## config.mk

```make
export PLATFORM = sky130hd
export DESIGN_NAME = mantissa_adder_flat
export DESIGN_NICKNAME = d
export VERILOG_FILES = /design/src/rtl/fpu_pkg.sv /design/src/rtl/mantissa_adder_if.sv /design/src/rtl/mantissa_adder_slice.sv /design/src/rtl/mantissa_adder.sv /design/src/flat_wrapper.sv
export SDC_FILE = /design/constraint.sdc
export NUM_CORES = 1
export LEC_CHECK = 0
export CORE_ASPECT_RATIO = 1.5
export CORE_MARGIN = 2
export CORE_UTILIZATION = 59
export CTS_BUF_LIST = sky130_fd_sc_hd__clkbuf_8
export DETAILED_ROUTE_END_ITERATION = 10
export PLACE_DENSITY = 0.91
export SLEW_MARGIN = 20
export SYNTH_ARGS = -nofsm -noshare
export SYNTH_HDL_FRONTEND = slang
export SYNTH_SLANG_ARGS = --single-unit
```

## constraint.sdc

```tcl
create_clock -name CLK -period 8.66 [get_ports CLK]
set_input_delay 1.299 -clock CLK [delete_from_list [all_inputs] [get_ports CLK]]
set_output_delay 1.299 -clock CLK [all_outputs]
set_load 0.005 [all_outputs]
```

## src/rtl/fpu_pkg.sv

```systemverilog
// Shared FPU definitions: mantissa width, adder FSM states
// and adder exception codes.
package fpu_pkg;

  localparam int MANT_W = 25;

  typedef enum logic [1:0] {
    MA_Idle,
    MA_Busy,
    MA_Done,
    MA_WaitRel
  } mantissa_adder_state;

  typedef logic [1:0] add_exc_t;

  localparam add_exc_t ADD_EXC_NONE = 2'b00;
  localparam add_exc_t ADD_EXC_RSV1 = 2'b01;
  localparam add_exc_t ADD_EXC_RSV2 = 2'b10;
  localparam add_exc_t ADD_EXC_RSV3 = 2'b11;

  function automatic int cnt_w(input int n);
    return (n < 2) ? 1 : $clog2(n);
  endfunction

endpackage

```

## src/rtl/mantissa_adder_if.sv

```systemverilog
// Request/ack bundle between the FP add controller
// and the slice-serial mantissa adder.
interface mantissa_adder_if;
  import fpu_pkg::*;

  logic [MANT_W-1:0] Adder_datain1;
  logic [MANT_W-1:0] Adder_datain2;
  logic              Adder_valid;
  logic [MANT_W-1:0] Adder_dataout;
  logic              Adder_carryout;
  add_exc_t          Adder_Exc;
  logic              Adder_ack;

  modport master (
    output Adder_datain1,
    output Adder_datain2,
    output Adder_valid,
    input  Adder_dataout,
    input  Adder_carryout,
    input  Adder_Exc,
    input  Adder_ack
  );

  modport slave (
    input  Adder_datain1,
    input  Adder_datain2,
    input  Adder_valid,
    output Adder_dataout,
    output Adder_carryout,
    output Adder_Exc,
    output Adder_ack
  );

endinterface

```

## src/rtl/mantissa_adder_slice.sv

```systemverilog
// Combinational W-bit ripple-carry adder slice,
// reused every cycle by the mantissa adder.
module slice_adder #(
  parameter int W = 5
) (
  input  logic [W-1:0] a,
  input  logic [W-1:0] b,
  input  logic         cin,
  output logic [W-1:0] sum,
  output logic         cout
);

  logic [W:0] c;

  always_comb begin
    c    = '0;
    sum  = '0;
    c[0] = cin;
    for (int i = 0; i < W; i++) begin
      sum[i]   = a[i] ^ b[i] ^ c[i];
      c[i+1]   = (a[i] & b[i]) | (c[i] & (a[i] ^ b[i]));
    end
    cout = c[W];
  end

endmodule

```

## src/rtl/mantissa_adder.sv

```systemverilog
// Slice-serial 25-bit mantissa adder: one SLICE_W-bit
// slice per cycle, carry held between slices.
module mantissa_adder #(
  parameter int SLICE_W = 5
) (
  input logic             CLK,
  input logic             RSTn,
  mantissa_adder_if.slave bus
);
  import fpu_pkg::*;

  localparam int N  = MANT_W / SLICE_W;
  localparam int CW = cnt_w(N);
  localparam logic [CW-1:0] LAST = CW'(N - 1);

  mantissa_adder_state state_q;
  mantissa_adder_state state_d;

  logic [MANT_W-1:0] a_q;
  logic [MANT_W-1:0] b_q;
  logic [MANT_W-1:0] shadow_q;
  logic [MANT_W-1:0] shadow_d;
  logic [MANT_W-1:0] dout_q;
  logic [CW-1:0]     k_q;
  logic              carry_q;
  logic              cout_q;
  add_exc_t          exc_q;
  logic              ack_q;

  logic              accept;
  logic              step;
  logic              finish;

  logic [SLICE_W-1:0] sl_a;
  logic [SLICE_W-1:0] sl_b;
  logic [SLICE_W-1:0] sl_sum;
  logic               sl_cout;

  always_ff @(posedge CLK) begin
    if (!RSTn) state_q <= MA_Idle;
    else       state_q <= state_d;
  end

  // Valid low in Busy aborts, even on the last slice.
  always_comb begin
    state_d = state_q;
    accept  = 1'b0;
    step    = 1'b0;
    finish  = 1'b0;
    unique case (state_q)
      MA_Idle: begin
        if (bus.Adder_valid) begin
          accept  = 1'b1;
          state_d = MA_Busy;
        end
      end
      MA_Busy: begin
        if (!bus.Adder_valid) begin
          state_d = MA_Idle;
        end else begin
          step = 1'b1;
          if (k_q == LAST) begin
            finish  = 1'b1;
            state_d = MA_Done;
          end
        end
      end
      MA_Done: begin
        state_d = bus.Adder_valid ? MA_WaitRel
                                  : MA_Idle;
      end
      MA_WaitRel: begin
        if (!bus.Adder_valid) state_d = MA_Idle;
      end
      default: state_d = MA_Idle;
    endcase
  end

  always_comb begin
    sl_a     = '0;
    sl_b     = '0;
    shadow_d = shadow_q;
    for (int i = 0; i < N; i++) begin
      if (k_q == CW'(i)) begin
        sl_a = a_q[i*SLICE_W +: SLICE_W];
        sl_b = b_q[i*SLICE_W +: SLICE_W];
      end
    end
    for (int i = 0; i < N; i++) begin
      if (k_q == CW'(i))
        shadow_d[i*SLICE_W +: SLICE_W] = sl_sum;
    end
  end

  slice_adder #(
    .W (SLICE_W)
  ) u_slice (
    .a    (sl_a),
    .b    (sl_b),
    .cin  (carry_q),
    .sum  (sl_sum),
    .cout (sl_cout)
  );

  always_ff @(posedge CLK) begin
    if (!RSTn) begin
      a_q      <= '0;
      b_q      <= '0;
      shadow_q <= '0;
      dout_q   <= '0;
      k_q      <= '0;
      carry_q  <= 1'b0;
      cout_q   <= 1'b0;
      exc_q    <= ADD_EXC_NONE;
      ack_q    <= 1'b0;
    end else begin
      ack_q <= finish;
      if (accept) begin
        a_q     <= bus.Adder_datain1;
        b_q     <= bus.Adder_datain2;
        carry_q <= 1'b0;
        k_q     <= '0;
      end
      if (step) begin
        shadow_q <= shadow_d;
        carry_q  <= sl_cout;
        k_q      <= k_q + CW'(1);
      end
      if (finish) begin
        dout_q <= shadow_d;
        cout_q <= sl_cout;
        exc_q  <= ADD_EXC_NONE;
      end
    end
  end

  assign bus.Adder_dataout  = dout_q;
  assign bus.Adder_carryout = cout_q;
  assign bus.Adder_Exc      = exc_q;
  assign bus.Adder_ack      = ack_q;

endmodule

```

## src/flat_wrapper.sv

```systemverilog
// flat-port wrapper written by rule: the top's interface ports become plain ports
module mantissa_adder_flat import fpu_pkg::*;
#(
  parameter int SLICE_W = 5
)
  (CLK, RSTn, bus_Adder_datain1, bus_Adder_datain2, bus_Adder_valid, bus_Adder_dataout, bus_Adder_carryout, bus_Adder_Exc, bus_Adder_ack);
  mantissa_adder_if bus_i ();
  input logic CLK;
  input logic RSTn;
  input wire logic [$bits(bus_i.Adder_datain1)-1:0] bus_Adder_datain1;
  input wire logic [$bits(bus_i.Adder_datain2)-1:0] bus_Adder_datain2;
  input wire logic [$bits(bus_i.Adder_valid)-1:0] bus_Adder_valid;
  output wire logic [$bits(bus_i.Adder_dataout)-1:0] bus_Adder_dataout;
  output wire logic [$bits(bus_i.Adder_carryout)-1:0] bus_Adder_carryout;
  output wire logic [$bits(bus_i.Adder_Exc)-1:0] bus_Adder_Exc;
  output wire logic [$bits(bus_i.Adder_ack)-1:0] bus_Adder_ack;
  assign bus_i.Adder_datain1 = bus_Adder_datain1;
  assign bus_i.Adder_datain2 = bus_Adder_datain2;
  assign bus_i.Adder_valid = bus_Adder_valid;
  assign bus_Adder_dataout = bus_i.Adder_dataout;
  assign bus_Adder_carryout = bus_i.Adder_carryout;
  assign bus_Adder_Exc = bus_i.Adder_Exc;
  assign bus_Adder_ack = bus_i.Adder_ack;
  mantissa_adder #(.SLICE_W(SLICE_W)) u_core (.CLK(CLK), .RSTn(RSTn), .bus(bus_i));
endmodule
```

==> flow_metrics.env <==
export IMPL_syn_avg_cell_area_um2=9.12
export IMPL_die_h_um=116
export IMPL_synth_simple_gate_area_share_pct=18.8
export IMPL_hold_path_class="register to register"
export IMPL_worst_skew_pair_late_latency_ns=0.37
export IMPL_initial_core_util_pct=61.1
export IMPL_htreeDepth=3
export IMPL_powerDensity_mw_per_mm2=151
export IMPL_post_cts_setup_buffers=0
export IMPL_drc_errors=0
export IMPL_die_x_um=78.3
export IMPL_clk_pin_slew_worst_paths_ns=0.09
export IMPL_end_kind="register"
export IMPL_place_ws_ns=4.13
export IMPL_cap_violations=0
export IMPL_tns_ns=0
export IMPL_clock_skew_ns=0.0108
export IMPL_outcome="finished clean"
export IMPL_worstSetupPathType="register to register"
export IMPL_finalHoldViolations=0
export IMPL_via_count=3787
export IMPL_cp_arrival_ns=4.88
export IMPL_cpPeakStageDelay_ns=0.72
export IMPL_crit_top_cell="fa_1"
export IMPL_yosysTopAreaCell="dfxtp_1"
export IMPL_netlist_top_cells_area="dfxtp_1 42%, nand2_1 12%, a21boi_2 12%"
export IMPL_worstRegToRegCells=15
export IMPL_required_ns=8.94
export IMPL_clkSinkCount=103
export IMPL_first_global_vias=3758
export IMPL_fin_nets=648
export IMPL_synthXorXnorAreaFrac_pct=0
export IMPL_port_buffers=79
export IMPL_synth_distinct_cells=40
export IMPL_start_kind="register"
export IMPL_synth_flop_cell="dfxtp_1"
export IMPL_met2_length_mm=5.42
export IMPL_grt_use_total_pct=24.2
export IMPL_final_setup_worst_slack_ns=4.06
export IMPL_crit_cells=15
export IMPL_routed_wl_mm=10.3
export IMPL_peakVddDrop_mv=0.111
export IMPL_cts_buffer_depth=2
export IMPL_final_cell_mix="153 x nand2_1, 103 x dfxtp_1, 78 x clkdlybuf4s50_1, 50 x a21boi_2, 30 x mux2i_1"
export IMPL_muxShareOfSynthArea_pct=6.14
export IMPL_synthAdderAreaFrac_pct=3.33
export IMPL_globalplace_congestion=0.833
export IMPL_boundaryPins=82
export IMPL_layout_commonest_cell="nand2_1"
export IMPL_synth_area_mm2=0.00489
export IMPL_dr_pass1_iters=4
export IMPL_yosysWarnings=0
export IMPL_cts_buffers=9
export IMPL_setup_viol=0
export IMPL_hold_depth=2
export IMPL_min_period_ns=4.60
export IMPL_cp_slowest_cell="and2_1"
export IMPL_antenna_found_initial=0
export IMPL_path_max_fanout=22
export IMPL_path_delay_family="adder cells"
export IMPL_grt_max_degree=115
export IMPL_cts_hold_buf=0
export IMPL_grt_pass1_wl_mm=17.0
export IMPL_core_mm2=0.00801
export IMPL_synth_top_cell_area_share_pct=42.2
export IMPL_ys_seq_area_share_pct=42.2
export IMPL_worst_path_buf_inv=4
export IMPL_ys_async_sr_fraction_pct=0
export IMPL_cts_resized_gates=0
export IMPL_dp_hpwl_mm=7.51
export IMPL_area_growth_pct=15.9
export IMPL_synth_compound_area_share_pct=21.3
export IMPL_slew_violations=0
export IMPL_drt_met1_wl_mm=4.09
export IMPL_highest_layer="met4"
export IMPL_fmax_ghz=0.217
export IMPL_netlist_instances=536
export IMPL_wl_per_cell_um=14.8
export IMPL_cp_cell_sequence="inv_1 > ha_1 > and2_1 > a221oi_1 > fa_1 > fa_1 > inv_1 > fa_1 > inv_1 > fa_1 > inv_1 > fa_1 > nand2_1 > nor3_1 > a31o_2"
export IMPL_fp_row_count=40
export IMPL_gr_total_overflow=0
export IMPL_die_area_mm2=0.00905
export IMPL_postRouteAntennaNets=0
export IMPL_diodes=0
export IMPL_synth_edf_count=0
export IMPL_synth_seq_cells=103
export IMPL_dr_wl_met3_um=389
export IMPL_synth_top_family_by_area="compound AO/OA/AOI/OAI gates"
export IMPL_cts_tree="built"
export IMPL_cts_root_buf="clkbuf_8"
export IMPL_finalCritPeriodShare_pct=53.1
export IMPL_slew_headroom_pct=36.2
export IMPL_drt_initial_drc_count=256
export IMPL_viasPerCell=5.45
export IMPL_tightest_slew_ns=0.957
export IMPL_rsz0062_at_grt="no"
export IMPL_drive_gt1_share_pct=13.4
export IMPL_leakage_nw=2.14
## area by class of cell
class	count	area (um2)
multi-input combinational	371	2430
fill	617	2340
sequential	103	2060
timing repair buffer	82	808
clock buffer	10	138
tap	105	131
inverter	18	67.6
clock inverter	6	30.0
## stage by stage
| step | hold slack [ns] | instance area (um2) | total power [W] | std cells | utilization, % |
|---|---|---|---|---|---|
| final | 0.462 | 5670 | 0.000857 | 695 | 70.8 |
| after global routing | 0.485 | 5670 | 0.000890 | 695 | 70.8 |
| after CTS | 0.468 | 5670 | 0.000862 | 695 | 70.8 |
| after detailed placement | 0.457 | 5500 | 0.000605 | 679 | 68.7 |
| after global placement | 0.441 | 5500 | 0.000601 | 679 | 68.7 |
| after floorplan | 0.439 | 4890 | 0.000575 | 537 | - |
## state kept, by name, indices dropped and copies added, names as in the netlist
name                       flops
u_core.a_q                    25
u_core.b_q                    25
u_core.bus.Adder_ack           1
u_core.bus.Adder_carryout      1
u_core.bus.Adder_dataout      25
u_core.carry_q                 1
u_core.k_q                     3
u_core.shadow_q               20
u_core.state_q                 2
## report_power, final
| group | internal (W) | leakage (nW) | switching, W | total [W] |
|---|---|---|---|---|
| registers | 0.000488 | 0.838 | 0.00000937 | 0.000497 |
| logic | 0.0000478 | 1.20 | 0.0000490 | 0.0000967 |
| clock network | 0.000109 | 0.0998 | 0.000154 | 0.000263 |
| total | 0.000644 | 2.14 | 0.000213 | 0.000857 |
## worst paths after layout
| kind | startpoint | to | slack (ns) |
|---|---|---|---|
| max | u_core.k_q[0] | u_core.bus.Adder_dataout[24] | 4.06 |
| min | u_core.bus.Adder_dataout[10] | u_core.bus.Adder_dataout[10] | 0.46 |
| max reg2reg | u_core.k_q[0] | u_core.bus.Adder_dataout[24] | 4.06 |
| min reg2reg | u_core.bus.Adder_dataout[10] | u_core.bus.Adder_dataout[10] | 0.46 |
## cell usage after synthesis, types with 5 or more instances
cell,count
nand2_1,153
dfxtp_1,103
a21boi_2,50
mux2i_1,30
a21oi_1,24
o21ai_0,24
inv_1,18
buf_2,13
nand3_1,13
clkbuf_1,12
and3_1,11
buf_6,10
a221oi_1,6
o211ai_1,6
buf_4,5
buf_8,5
fa_1,5
ha_1,5
## metal layers
metal | vias to the layer above | GRT usage [%]
met3 | 28 | 4.91
met4 | 0 | 12.7
li1 | 1897 | -
met1 | 1760 | 26.6
met5 | - | 0
met2 | 102 | 43.7
## worst reg2reg max path: cells and delay by family, from the launching register on
family / cells / cell delay [ns]
compound gates: 2 / 0.47
fa+ha+maj: 6 / 2.41
buf+inv: 4 / 0.32
flops: 1 / 0.35
simple gates: 3 / 0.95
## cell families after synthesis
family,Yosys count
DFF,103
AOI/OAI and AO/OA,126
and+or+nand+nor,203
buffers and inverters,63
adders and majority gates,10
other,1
muxes,30
No activity file was read; power rests on OpenSTA's default activity.
==> edit 1: new RTL, config.mk and constraints unchanged <==
The package constant `MANT_W` goes from 25 to 17.
--- a/src/rtl/fpu_pkg.sv
+++ b/src/rtl/fpu_pkg.sv
@@ -2,7 +2,7 @@
 // and adder exception codes.
 package fpu_pkg;
 
-  localparam int MANT_W = 25;
+  localparam int MANT_W = 17;
 
   typedef enum logic [1:0] {
     MA_Idle,
Ports: changed (resized bus_Adder_datain1, bus_Adder_datain2 and bus_Adder_dataout); port bits go from 82 to 58. The function was not compared with the original's and may differ.
==> edit 1 against the unedited design <==
Hold slack worse by 0.011 ns; non-clock buffer count down 31; design area down 41%; wire length down 44%; setup slack better by 0.58 ns; die area down 42%; clock skew down 0.0049 ns; synthesized area down 44%; via count down 40%; sequential share of layout area up 0.57 points; sequential cell count down 41; total power down 31%; utilization up 3.8 points; largest cell class unchanged; largest power group unchanged.
==> edit 1: results (changes against the unedited design) <==
* Number of global-route vias before repair at 2156 (-43%)
* Worst hold path class: flip-flop to flip-flop
* Total number of yosys warnings at 0 (unchanged)
* Post-CTS resize count at 0 (unchanged)
* Num CTS Buffers at 9 (unchanged)
* Compound-gate portion of the synthesized area at 21.6% (+0.27 points)
* DP Cell Count at 388 (-43%)
* Crit path arrival time at 4.28 ns (-0.60 ns)
* Vias at 2286 (-40%)
* NetSw at 141 uW (-34%)
* Mux cell area share after synthesis at 2.55% (-3.6 points)
* Clk root buf: clkbuf_8
* Routed WL at 5790 um (-44%)
* Tightest Pin Transition at 1.01 ns (+0.0534 ns)
* Crit path max fanout at 28 (+27%)
* Final GP Congestion at 0.851 (+2.1%)
* Clock buffer depth at 2 (unchanged)
* Adder-cell share of the synthesized area at 5.00% (+1.7 points)
* # port buffers at 49 (-38%)
* H-tree depth at 3 (unchanged)
* Reg2Reg Setup Slack at 4.64 ns (+0.58 ns)
* Initial antenna violation count at 0 (unchanged)
* Status: finished, final reports clean
* Post-Syn Instances at 315 (-41%)
* Clock Skew at 0.00587 ns (-0.00495 ns)
* Worst vdd ir at 0.158 mV (+43%)
* Gr usage total at 24.6% (+0.48 points)
* Post-synthesis sequential area ratio at 45.1% (+3.0 points)
* Filler instances at 347 (-44%)
* DRT Pass-1 Iters at 5 (+1)
* Leakage power at 0.00135 uW (-37%)
* Clock Pin Slew Worst Setup and Hold Paths at 0.06 ns (-0.03 ns)
* Worst skew pair latency at 0.34 ns (-0.03 ns)
* Initial DRC Count at 106 (-59%)
* Setup Fix Bufs, Post-CTS at 0 (unchanged)
* Synth unique cells at 30 (-25%)
* Largest net degree at the start of global routing at 53 (-54%)
* First-pass GRT wire length at 9530 um (-44%)
* Final instance count without filler cells at 402 (-42%)
* Synth Area in XOR/XNOR at 0% (unchanged)
* Synth top cells by count: 83 x nand2_1, 62 x dfxtp_1, 32 x a21boi_1
* Antenna cell count at 0 (unchanged)
* Asr flop ratio synth at 0% (unchanged)
* Detailed Place HPWL at 3800 um (-49%)
* Fraction of layout instances using a drive strength above 1 at 5.37% (-8.0 points)
* WHS Path Cells at 2 (unchanged)
* Worst Reg-to-Reg Cells at 15 (unchanged)
* Largest cells by area after synthesis: dfxtp_1 45%, nand2_1 11%, a21boi_1 8.7%
## edit 1: cell count changes after synthesis, sizes merged, moves of 8 or more
cell / delta
nand2: -74
dfxtp: -41
mux2i: -23
a21boi: -21
buf: -14
o21ai: -12
and3: -11
inv: -10
a22o: +8
o2bb2ai: +8
## edit 1: per-stage QoR
stage / power (uW) / hold slack, ns / setup WS [ns] / util, % / instance area, um2
after CTS: 592 / 0.450 / 4.64 / 74.6 / 3360
final: 590 / 0.451 / 4.64 / 74.6 / 3360
after global placement: 368 / 0.435 / 4.84 / 70.7 / 3180
after global routing: 613 / 0.470 / 4.37 / 74.6 / 3360
after detailed placement: 370 / 0.441 / 4.69 / 70.7 / 3180
after floorplan: 347 / 0.428 / 5.34 / - / 2760
## edit 1: power groups by stage
stage               Combinational, uW  Clock [uW]  Sequential (uW)
floorplan                        43.0           0              304
global placement                 62.8           0              306
global route                     71.8         240              301
detailed placement               64.1           0              306
finish                           64.8         225              300
CTS                              64.8         227              300
## edit 1: critical path: stages, from the launching register on
cell and delay [ns]:
dfxtp_1 0.32, inv_1 0.08, ha_1 0.82, nand3b_1 0.21, a21oi_1 0.08, a21oi_1 0.24
fa_1 0.21, inv_1 0.05, fa_1 0.38, fa_1 0.38, inv_1 0.08, fa_1 0.15
inv_1 0.05, fa_1 0.61, mux2i_1 0.12, o2bb2ai_1 0.16
## edit 1: final cells by class
type | instances | area share, %
tap | 48 | 1.79
sequential | 62 | 37.0
clock buffer | 12 | 4.92
timing repair buffer | 51 | 15.1
clock inverter | 2 | 0.261
multi-input combinational | 219 | 40.1
inverter | 8 | 0.894
## edit 1: final timing paths
check,endpoint,startpoint
setup reg to reg,u_core.bus.Adder_dataout[4]$_SDFFE_PN0P_,u_core.k_q[1]$_SDFFE_PN0P_
hold / removal,u_core.shadow_q[4]$_SDFFE_PN0P_,u_core.shadow_q[4]$_SDFFE_PN0P_
hold reg to reg,u_core.shadow_q[4]$_SDFFE_PN0P_,u_core.shadow_q[4]$_SDFFE_PN0P_
setup / recovery,u_core.bus.Adder_dataout[4]$_SDFFE_PN0P_,u_core.k_q[1]$_SDFFE_PN0P_
## edit 1: cells by family after synthesis
logic type | Yosys count
other | 1
multiplexers | 7
AO/OA/AOI/OAI | 85
AND/OR/NAND/NOR | 115
flip-flops | 62
buffers and inverters | 37
adder cells (fa/ha/maj) | 8
## edit 1: layer usage
layer / vias to the layer above / wire [um] / part of all wire (%) / global-route usage [%]
met2: 66 / 3120 / 54 / 42.3
met4: 0 / 197 / 3.4 / 14.5
li1: 1122 / - / - / -
met5: - / 0 / 0 / 0
met3: 16 / 255 / 4.4 / 7.53
met1: 1082 / 2220 / 38 / 25.7
==> edit 2: new RTL, same flow settings <==
Without the edit above. The 4 states of `mantissa_adder_state` get a one-hot encoding in 4 bits.
--- a/src/rtl/fpu_pkg.sv
+++ b/src/rtl/fpu_pkg.sv
@@ -4,11 +4,11 @@
 
   localparam int MANT_W = 25;
 
-  typedef enum logic [1:0] {
-    MA_Idle,
-    MA_Busy,
-    MA_Done,
-    MA_WaitRel
+  typedef enum logic [3:0] {
+    MA_Idle    = 4'b0001,
+    MA_Busy    = 4'b0010,
+    MA_Done    = 4'b0100,
+    MA_WaitRel = 4'b1000
   } mantissa_adder_state;
 
   typedef logic [1:0] add_exc_t;
Behaviour: same outputs for any inputs over 10 cycles, from zero or initial values and one cycle with RSTn low; not proved beyond that.
==> edit 2 against the unedited design <==
Design area down 1.3%; fmax up 3.2%; clock skew down 0.0011 ns; clock power up 22%; wire length down 0.97%; synthesized cell count up 3.9%; synthesized area down 4.8%; via count up 3.6%; sequential power up 3%; setup slack better by 0.14 ns; sequential cell count up 2; total power up 7.6%; critical path type unchanged; critical endpoint is now u_core.shadow_q[19]$_SDFFE_PN0P_; largest power group unchanged.
==> edit 2: results (changes against the unedited design) <==
* HP Start: u_core.bus.Adder_dataout[10]$_SDFFE_PN0P_
* Crit Reg-Reg Startpoint: u_core.k_q[2]$_SDFFE_PN0P_
* Adder-cell share of the synthesized area at 3.49% (+0.17 points)
* Vias at 3925 (+3.6%)
* Gr usage total at 24.5% (+0.35 points)
* Leakage power at 0.00209 uW (-2.1%)
* Post-synthesis sequential area ratio at 45.2% (+3.0 points)
* Worst vdd ir at 0.104 mV (-5.8%)
* DR WL/cell at 14.4 um (-2.8%)
* WHS at 0.460 ns (-0.00133 ns)
* R2r endpoint: u_core.shadow_q[19]$_SDFFE_PN0P_
* Slew headroom at 33.4% (-2.8 points)
* Worst Reg-to-Reg Cells at 16 (+1)
* Crit path max fanout at 19 (-14%)
* Nets at 664 (+2.5%)
* Setup Fix Bufs, Post-CTS at 0 (unchanged)
* Initial DRC Count at 269 (+5.1%)
* Detailed Place HPWL at 7310 um (-2.6%)
* Crit path to: u_core.shadow_q[19]$_SDFFE_PN0P_
* Reg2Reg Setup Slack at 4.20 ns (+0.14 ns)
* Status: finished, final reports clean
* Top cell family by delay on the critical path: adder cells
* Fraction of layout instances using a drive strength above 1 at 3.47% (-9.9 points)
* Slowest-stage cell, CP: dfxtp_1
* Placed inst area at 0.00538 mm2 (-2.1%)
* Final GP Congestion at 0.853 (+2.4%)
* Synth unique cells at 39 (-2.5%)
* Largest cells by area after synthesis: dfxtp_1 45%, nand2_1 13%, a21boi_0 11%
* Synth top cells by count: 164 x nand2_1, 105 x dfxtp_1, 68 x a21boi_0
* Crit path arrival time at 4.73 ns (-0.15 ns)
* Clock Skew at 0.00972 ns (-0.00110 ns)
* Compound-gate portion of the synthesized area at 23.7% (+2.5 points)
* Synth Area in XOR/XNOR at 0.376% (+0.38 points)
* Largest net degree at the start of global routing at 96 (-17%)
* Delay of the slowest cell on the worst path at 0.64 ns (-0.08 ns)
* First-pass GRT wire length at 17200 um (+0.85%)
* Number of global-route vias before repair at 3833 (+2.0%)
[edit 2: through the flow]
stage               total power (uW)  setup WS (ns)  std cells
CTS                              925           4.25        708
global placement                 608           4.41        692
floorplan                        572           4.54        558
finish                           922           4.20        708
global route                     955           3.87        708
detailed placement               611           4.27        692
[edit 2: metal layers]
metal  GRT usage, %  vias to the layer above  wire, um
li1               -                     1958         -
met1           27.3                     1835      4180
met2           44.4                      104      5380
met3           3.35                       28       301
met4           14.2                        0       314
met5              0                        -         0
[edit 2: report_power, final]
| part | switching [uW] | internal, uW | total [uW] |
|---|---|---|---|
| Combinational | 46.2 | 44.0 | 90.2 |
| Clock | 162 | 160 | 322 |
| Sequential | 10.8 | 499 | 510 |
| Total | 219 | 703 | 922 |
[edit 2: kinds of logic (layout without fill, tap and decap cells)]
logic type	count (synthesis)	count (layout)
AOI/OAI and AO/OA	154	154
xor gates and xnor gates	2	2
adders and majority gates	10	10
buffers and inverters	65	113
DFF	105	105
muxes	9	9
other	1	2
and+or+nand+nor	211	211
[edit 2: worst reg2reg max path, cell delays in order, from the launching register on]
cell	delay, ns
dfxtp_1	0.64
inv_1	0.09
ha_1	0.43
or2_2	0.47
a21oi_1	0.15
a221oi_1	0.12
fa_1	0.45
fa_1	0.37
inv_1	0.08
fa_1	0.16
inv_1	0.05
fa_1	0.35
inv_1	0.07
fa_1	0.49
mux2i_1	0.22
nand2_1	0.08
o211a_1	0.16
[edit 2: layout make-up]
type | count | area (um2)
multi-input combinational | 388 | 2300
sequential | 105 | 2100
fill | 581 | 2070
timing repair buffer | 80 | 793
tap | 102 | 128
clock buffer | 9 | 124
clock inverter | 7 | 87.6
inverter | 17 | 63.8
